===== src/rtl/instr_encoder_if.sv =====
// Handshake bundle between a control-bundle producer, the instruction encoder
// and the serial sink.
interface instr_encoder_if #(
  parameter int OPERAND_W = 5
);
  logic                 in_valid;
  logic                 in_ready;
  logic                 bez;
  logic                 ja;
  logic                 op1;
  logic                 op2;
  logic                 writeReg;
  logic                 writex8;
  logic [1:0]           x8Sel;
  logic [OPERAND_W-1:0] operand;
  logic                 ser_data;
  logic                 ser_valid;
  logic                 ser_ready;
  logic                 ser_last;
  logic                 err;
  logic [7:0]           word_count;

  modport master (
    output in_valid, bez, ja, op1, op2, writeReg, writex8, x8Sel, operand, ser_ready,
    input  in_ready, ser_data, ser_valid, ser_last, err, word_count
  );

  modport slave (
    input  in_valid, bez, ja, op1, op2, writeReg, writex8, x8Sel, operand, ser_ready,
    output in_ready, ser_data, ser_valid, ser_last, err, word_count
  );
endinterface


===== src/rtl/instr_encoder.sv =====
// Encodes a control-signal bundle into {opcode, operand} and streams it out
// serially, MSB first, over a valid/ready bit interface.
//
// state | meaning
// IDLE  | waiting for a bundle, in_ready high
// SHIFT | presenting word bits, one per ser_valid&&ser_ready
// ERR   | one-cycle err pulse after an illegal bundle
module instr_encoder #(
  parameter int OPERAND_W = 5
) (
  input logic         clk,
  input logic         reset,
  instr_encoder_if.slave bus
);
  localparam int W     = OPERAND_W + 3;
  localparam int CNT_W = $clog2(W);

  localparam logic [1:0] IDLE  = 2'd0;
  localparam logic [1:0] SHIFT = 2'd1;
  localparam logic [1:0] ERR   = 2'd2;

  logic [1:0]       state;
  logic [W-1:0]     word;
  logic [CNT_W-1:0] bits_left;
  logic [7:0]       words_done;
  logic [7:0]       bundle;
  logic [2:0]       opcode;
  logic             legal;

  // Bundle order: bez, ja, op1, op2, writeReg, writex8, x8Sel[1:0]
  always_comb begin
    bundle = {bus.bez, bus.ja, bus.op1, bus.op2, bus.writeReg, bus.writex8, bus.x8Sel};
    legal  = 1'b1;
    opcode = 3'b111;
    case (bundle)
      8'b0000_0101: opcode = 3'b000;
      8'b0010_0110: opcode = 3'b001;
      8'b1001_0000: opcode = 3'b010;
      8'b0000_0100: opcode = 3'b011;
      8'b0000_1000: opcode = 3'b100;
      8'b0111_0000: opcode = 3'b101;
      8'b0010_0111: opcode = 3'b110;
      8'b0000_0000: opcode = 3'b111;
      default:      legal  = 1'b0;
    endcase
  end

  always_ff @(posedge clk) begin
    if (reset) begin
      state      <= IDLE;
      word       <= '0;
      bits_left  <= '0;
      words_done <= '0;
    end else begin
      case (state)
        IDLE: begin
          if (bus.in_valid) begin
            if (legal) begin
              state     <= SHIFT;
              word      <= {opcode, bus.operand};
              bits_left <= CNT_W'(W - 1);
            end else begin
              state <= ERR;
            end
          end
        end
        SHIFT: begin
          // ser_valid is implied by SHIFT, so ser_ready alone completes the handshake
          if (bus.ser_ready) begin
            if (bits_left == '0) begin
              state      <= IDLE;
              words_done <= words_done + 8'd1;
            end else begin
              word      <= {word[W-2:0], 1'b0};
              bits_left <= bits_left - 1'b1;
            end
          end
        end
        ERR:     state <= IDLE;
        default: state <= IDLE;
      endcase
    end
  end

  assign bus.in_ready   = (state == IDLE);
  assign bus.ser_valid  = (state == SHIFT);
  assign bus.ser_last   = (state == SHIFT) && (bits_left == '0);
  assign bus.err        = (state == ERR);
  assign bus.ser_data   = word[W-1];
  assign bus.word_count = words_done;
endmodule


===== src/flat_wrapper.sv =====
// flat-port wrapper written by rule: the top's interface ports become plain ports
module instr_encoder_flat 
#(
  parameter int OPERAND_W = 5
)
  (clk, reset, bus_in_valid, bus_bez, bus_ja, bus_op1, bus_op2, bus_writeReg, bus_writex8, bus_x8Sel, bus_operand, bus_ser_ready, bus_in_ready, bus_ser_data, bus_ser_valid, bus_ser_last, bus_err, bus_word_count);
  instr_encoder_if #(.OPERAND_W(OPERAND_W)) bus_i ();
  input logic clk;
  input logic reset;
  input wire logic [$bits(bus_i.in_valid)-1:0] bus_in_valid;
  input wire logic [$bits(bus_i.bez)-1:0] bus_bez;
  input wire logic [$bits(bus_i.ja)-1:0] bus_ja;
  input wire logic [$bits(bus_i.op1)-1:0] bus_op1;
  input wire logic [$bits(bus_i.op2)-1:0] bus_op2;
  input wire logic [$bits(bus_i.writeReg)-1:0] bus_writeReg;
  input wire logic [$bits(bus_i.writex8)-1:0] bus_writex8;
  input wire logic [$bits(bus_i.x8Sel)-1:0] bus_x8Sel;
  input wire logic [$bits(bus_i.operand)-1:0] bus_operand;
  input wire logic [$bits(bus_i.ser_ready)-1:0] bus_ser_ready;
  output wire logic [$bits(bus_i.in_ready)-1:0] bus_in_ready;
  output wire logic [$bits(bus_i.ser_data)-1:0] bus_ser_data;
  output wire logic [$bits(bus_i.ser_valid)-1:0] bus_ser_valid;
  output wire logic [$bits(bus_i.ser_last)-1:0] bus_ser_last;
  output wire logic [$bits(bus_i.err)-1:0] bus_err;
  output wire logic [$bits(bus_i.word_count)-1:0] bus_word_count;
  assign bus_i.in_valid = bus_in_valid;
  assign bus_i.bez = bus_bez;
  assign bus_i.ja = bus_ja;
  assign bus_i.op1 = bus_op1;
  assign bus_i.op2 = bus_op2;
  assign bus_i.writeReg = bus_writeReg;
  assign bus_i.writex8 = bus_writex8;
  assign bus_i.x8Sel = bus_x8Sel;
  assign bus_i.operand = bus_operand;
  assign bus_i.ser_ready = bus_ser_ready;
  assign bus_in_ready = bus_i.in_ready;
  assign bus_ser_data = bus_i.ser_data;
  assign bus_ser_valid = bus_i.ser_valid;
  assign bus_ser_last = bus_i.ser_last;
  assign bus_err = bus_i.err;
  assign bus_word_count = bus_i.word_count;
  instr_encoder #(.OPERAND_W(OPERAND_W)) u_core (.clk(clk), .reset(reset), .bus(bus_i));
endmodule

===== config.mk =====
export PLATFORM = sky130hd
export DESIGN_NAME = instr_encoder_flat
export DESIGN_NICKNAME = d
export VERILOG_FILES = /design/src/rtl/instr_encoder_if.sv /design/src/rtl/instr_encoder.sv /design/src/flat_wrapper.sv
export SDC_FILE = /design/constraint.sdc
export NUM_CORES = 1
export LEC_CHECK = 0
export ABC_CLOCK_PERIOD_IN_PS = 5000
export CAP_MARGIN = 20
export CORE_ASPECT_RATIO = 1.75
export CORE_MARGIN = 2
export CORE_UTILIZATION = 52
export DETAILED_ROUTE_END_ITERATION = 7
export GPL_TIMING_DRIVEN = 1
export PLACE_DENSITY = 0.83
export SYNTH_ARGS = -nofsm -noshare
export SYNTH_HDL_FRONTEND = slang
export SYNTH_SLANG_ARGS = --single-unit

===== constraint.sdc =====
create_clock -name clk -period 5 [get_ports clk]
set_input_delay 1 -clock clk [delete_from_list [all_inputs] [get_ports clk]]
set_output_delay 1 -clock clk [all_outputs]
set_load 0.03 [all_outputs]

==> metrics.txt, run 1 <==
Post-synth EDFFs=0; initial antenna violation count=0; CTS tree=yes; num rows=23; post-route cell area=1600 sq um; Final nets=200; Switching Power=just over 0.00008 W; slowest stage delay, CP=around 750 ps; post-cts sizing count=0; Post-Synthesis Cells=about 150; Total GRT Usage=between 20% and 30%; Flop pwr share=52.0%; sequential area share after synthesis=33.4%; min cycle time layout=3280 ps; synth unique cells=43; vias in the first global route=1278; internal power=0.000249 W; CTS Hold Buffers Added=0; Comb pwr share=14.8%; number of filler cells placed in the layout=slightly above 200; reg2reg end=u_core.bus.word_count[7]; pwr dens=206 nW/um^2; Synth Register Bits=21; Reg clk slew, reported paths=80 ps; M1 wire length=around 1.1 mm; CTS max path bufs=2; R2R setup slack=2700 ps; Initial Util=54.6%; gpl congestion=roughly 0.83; Final Hold Vio Count=0; H-tree Lvls=1; Final ANT Viol Nets=0; Most used DFF post-synth=dfxtp_1; drt via density=6.18; Startpoint Class=flop; largest cells by area after synthesis=dfxtp_1 33%, nor2_1 5.1%, nand2_1 4.8%; Die ar.=2840 sq um; critical path class=flop to output pin; postcts setup bufs=0; routed length on met2=1.81 mm; actual slew at the worst max-slew pin=about 890 ps; switch share=24.5%; outcome=finished, final reports clean; Final setup violation count=0; worst r2r path cells=6; first-pass GRT wire length=between 5 and 6 mm; Synth area leader=dfxtp_1; syn avg cell area=8.27 sq um; fin crit share=65.5%; final slew viol count=0; DRT iter0 DRCs=26; Hold Path Depth=2; Wirelength per Cell=15.1 um; RSZ-0062 raised after global routing=false; Synth Cell Area=1260 sq um; ant diodes=0; Slew headroom=40.2%; met3 wire length=99 um; VDD IR max=about 0.00014 V; top cell type's share of synthesized area=33.4%; Hold WS=483 ps; setup tns final=0 ps; total of max-cap violations=0; Static Leak=0.619 nW; Async S/R FF share, synth=0%; Clock Latency Late Sink=260 ps; Die Wd=41.2 um; port buffer count=29; TritonRoute pass-1 iters=4; Clk pwr share=33.2%; CP arrival=2280 ps; grt ovf=0; ratio of cells with drive above 1 in the final layout=under 10%; Net Count, Synth=172; crit end category=output pin; hold endpoint=u_core.word[5]; Area Overhead vs Synth=27.3%; placed inst area=1550 sq um; yosys warns=0; chip height=slightly below 70 um; cell at the slowest stage of the critical path=clkdlybuf4s50_1; # clock sinks=21; Vias=1261; Highest Signal Layer=met4; CTS Root Cell=clkbuf_8; Max FO, Critical Path=12; # IOs=30; crit path cell chain=nand2b_1, inv_1, clkdlybuf4s50_1; core area=~2300 sq um; number of remaining DRC errors=0; HP Start=u_core.word[5]; Detailed Place HPWL=about 2.4 mm; highest clock rate=slightly above 0.3 GHz; Reg-to-Reg Start=u_core.state[0]; Worst EP required=4000 ps; pin count of the biggest net entering global routing=28; HP Class=flop to flop; routed wire length=3.07 mm; clock skew=roughly 7.4 ps; Power, Total=0.000329 W; CTS buffer count=3
cell type report:
cell class	count	area [sq um]	share of cell area, %
Multi-Input combinational cell	119	790	49.3
Sequential cell	21	420	26.3
Timing Repair Buffer	29	290	18.1
Clock buffer	3	41.3	2.58
Tap cell	25	31.3	1.95
Inverter	6	22.5	1.41
Clock inverter	1	5.00	0.313
flip-flops by register name, summed over array words and instances (netlist names):
name                   flops
u_core.bus.word_count      8
u_core.state               2
u_core.bits_left           3
u_core.word                8
stage by stage:
step | setup WS [ps] | utilization, % | cells
final | 1720 | 69.5 | 204
after global routing | 1570 | 69.5 | 204
after CTS | 1740 | 69.5 | 204
after detailed placement | 1880 | 67.5 | 200
after global placement | 2020 | 67.5 | 200
after floorplan | 2610 | - | 152
worst max-delay path, delay by kind of cell (launching register included):
kind                   cells  cell delay (ps)
AND/OR/NAND/NOR            1              350
flip-flops                 1              500
buffers and inverters      2             1170
how the worst max path moves through the flow:
stage                    startpoint              to  slack, ps  depth (start not counted)
detailed placement     bus_x8Sel[0]  u_core.word[4]       1880                          6
finish              u_core.state[0]   bus_ser_valid       1720                          3
global route        u_core.state[0]   bus_ser_valid       1570                          3
CTS                 u_core.state[0]   bus_ser_valid       1740                          3
floorplan               bus_writex8  u_core.word[1]       2610                          5
global placement       bus_x8Sel[0]  u_core.word[4]       2020                          6
power by group through the flow:
stage / registers (W) / clock network [W] / logic [W]
final: 0.000171 / 0.000109 / 0.0000486
after global routing: 0.000172 / 0.000121 / 0.0000525
after CTS: 0.000171 / 0.000112 / 0.0000483
after detailed placement: 0.000175 / 0 / 0.0000480
after global placement: 0.000175 / 0 / 0.0000466
after floorplan: 0.000175 / 0 / 0.0000241
layer usage:
layer,track usage [%],vias to the layer above
met5,0,-
met4,12.5,0
met3,1.93,8
met2,45.3,41
met1,23.3,608
li1,-,604
logic make-up after synthesis:
logic type | count (synthesis) | synth area share (%)
and+or+nand+nor | 70 | 29.8
AOI/OAI and AO/OA | 32 | 19.1
DFF | 21 | 33.4
buffers and inverters | 12 | 3.78
muxes | 8 | 6.77
xor gates and xnor gates | 6 | 4.18
adders and majority gates | 3 | 2.99
layout by cell type, fill, tap and decap left out, types with 5 or more instances in the layout:
master and n:
nand4_1 5, o21ai_0 5, nand2_1 16, a21oi_1 10
nand3_1 5, nor2_1 17, nor2b_1 7, xor2_1 5
dfxtp_1 21, clkdlybuf4s50_1 29, inv_1 6
cell usage after synthesis (all sizes together) (2+ instances only):
| master | n |
|---|---|
| a211o | 2 |
| a21oi | 10 |
| a31oi | 2 |
| a41o | 2 |
| and2 | 2 |
| clkbuf | 5 |
| dfxtp | 21 |
| ha | 3 |
| inv | 6 |
| mux2 | 4 |
| mux2i | 4 |
| nand2 | 17 |
| nand2b | 4 |
| nand3 | 5 |
| nand4 | 5 |
| nor2 | 17 |
| nor2b | 7 |
| nor3 | 3 |
| nor4 | 2 |
| o211ai | 4 |
| o21ai | 5 |
| xor2 | 5 |
Power figures use the tool's default switching activity.
==> inputs of run 2 (changes only) <==
--- a/config.mk
+++ b/config.mk
@@ -5,14 +5,14 @@
 export SDC_FILE = /design/constraint.sdc
 export NUM_CORES = 1
 export LEC_CHECK = 0
-export ABC_CLOCK_PERIOD_IN_PS = 5000
+export ABC_CLOCK_PERIOD_IN_PS = 3000
 export CAP_MARGIN = 20
 export CORE_ASPECT_RATIO = 1.75
 export CORE_MARGIN = 2
-export CORE_UTILIZATION = 52
+export CORE_UTILIZATION = 44
 export DETAILED_ROUTE_END_ITERATION = 7
 export GPL_TIMING_DRIVEN = 1
-export PLACE_DENSITY = 0.83
+export PLACE_DENSITY = 0.75
 export SYNTH_ARGS = -nofsm -noshare
 export SYNTH_HDL_FRONTEND = slang
 export SYNTH_SLANG_ARGS = --single-unit
==> constraint.sdc (replaced) <==
create_clock -name clk -period 3 [get_ports clk]
set_input_delay 0.6 -clock clk [delete_from_list [all_inputs] [get_ports clk]]
set_output_delay 0.6 -clock clk [all_outputs]
set_load 0.03 [all_outputs]
==> run 2 against run 1 <==
  * Critical path depth increased by 3
  * Sequential cell count unchanged
  * Clock power grew 67%
  * Core utilization down 9.8 points
  * Cell count up 2.5%
  * Critical path type is now input port to flop
  * Largest cell class unchanged
  * Highest routed layer unchanged
==> metrics.txt, run 2 (synthesis gave the netlist of run 1 again) <==
HP Class=flop to flop; Worst EP required=about 3100 ps; VDD IR max=0.000317 V; gpl congestion=0.793; post-cts sizing count=0; CTS Hold Buffers Added=0; crit path cell chain=clkdlybuf4s50_1, nor2b_1, o211ai_2, nand2_2, o31ai_4, mux2_2; num rows=25; commonest non-fill, non-tap cell in the layout=clkdlybuf4s50_1; Slew headroom=50.7%; H-tree Lvls=1; pin count of the biggest net entering global routing=22; drt via density=just under 6; Final setup violation count=0; number of remaining DRC errors=0; total of max-cap violations=0; highest clock rate=0.410 GHz; TritonRoute pass-1 iters=4; core area=roughly 2700 sq um; cell at the slowest stage of the critical path=clkdlybuf4s50_1; Final ANT Viol Nets=0; CP arrival=around 2600 ps; ratio of cells with drive above 1 in the final layout=9.89%; first-pass GRT wire length=4.86 mm; routed wire length=2.95 mm; Static Leak=around 0.63 nW; pwr dens=338 nW/um^2; Final nets=approximately 200; commonest cells after routing, fill and taps aside=29 x clkdlybuf4s50_1, 21 x dfxtp_1, 17 x nor2_1; Area Overhead vs Synth=29.2%; postcts setup bufs=0; # clock sinks=21; Clock Latency Late Sink=250 ps; initial antenna violation count=0; CTS Root Cell=clkbuf_8; Reg clk slew, reported paths=70 ps; Final Hold Vio Count=0; grt ovf=0; Wirelength per Cell=~14 um; placed inst area=about 1600 sq um; chip height=74.7 um; post-route cell area=1620 sq um; Die ar.=3320 sq um; setup tns final=0 ps; Max FO, Critical Path=10; crit end category=flop; Hold WS=a little under 500 ps; vias in the first global route=1201; final slew viol count=0; ant diodes=0; actual slew at the worst max-slew pin=737 ps; Total GRT Usage=19.3%; clock skew=5.14 ps; CTS buffer count=3; outcome=finished, final reports clean; RSZ-0062 raised after global routing=false; slowest stage delay, CP=between 500 and 600 ps; DRT iter0 DRCs=28; critical path class=input port to flop; Detailed Place HPWL=around 2.4 mm; CTS max path bufs=2; Startpoint Class=input port; Vias=1211; min cycle time layout=2440 ps; fin crit share=81.3%; # IOs=30; Initial Util=46.2%; port buffer count=29; Die Wd=44.4 um; CTS tree=yes
-- run 2: cell types whose count changed in the layout (fill, tap and decap cells not counted) --
cell | previous run | this run
buf_4 | 0 | 3
clkbuf_1 | 0 | 1
clkinv_2 | 1 | 0
-- run 2: final timing paths --
check / from / end / slack [ps] / cells past startpoint
min reg2reg: u_core.word[6] / u_core.word[6] / 490 / 2
max: bus_writeReg / u_core.word[4] / 560 / 6
min: u_core.word[6] / u_core.word[6] / 490 / 2
max reg2reg: u_core.bits_left[0] / u_core.word[4] / 1090 / 7
-- run 2: layout make-up --
| class | instances | area, sq um |
|---|---|---|
| Clock buffer | 4 | 45.0 |
| Fill cell | 236 | 1100 |
| Inverter | 6 | 22.5 |
| Multi-Input combinational cell | 119 | 790 |
| Sequential cell | 21 | 420 |
| Tap cell | 27 | 33.8 |
| Timing Repair Buffer | 32 | 313 |
-- run 2: worst max-delay path, delay by kind of cell --
kind / cells / cell delay, ps
AOI/OAI and AO/OA: 2 / 760
and+or+nand+nor: 2 / 270
muxes: 1 / 400
buffers and inverters: 1 / 550
-- run 2: report_power, final --
part	leakage, nW	switching [W]	total, W	internal, W
clock	0.0228	0.0000882	0.000182	0.0000943
sequential	0.169	0.00000339	0.000285	0.000282
combinational	0.438	0.0000408	0.0000817	0.0000409
-- run 2: stage by stage --
stage	setup slack (ps)	util [%]	instances	total power (W)
after floorplan	1010	-	152	0.000332
after global placement	402	58.0	205	0.000371
after detailed placement	330	58.0	205	0.000373
after CTS	594	59.7	209	0.000552
after global routing	460	59.7	209	0.000572
final	562	59.7	209	0.000550
-- run 2: routing by layer --
layer | routed length [um] | GRT usage, % | share of wire [%]
met1 | 1040 | 17.8 | 35
met2 | 1690 | 38.9 | 57
met3 | 100 | 2.16 | 3.4
met4 | 111 | 10.4 | 3.8
met5 | 0 | 0 | 0
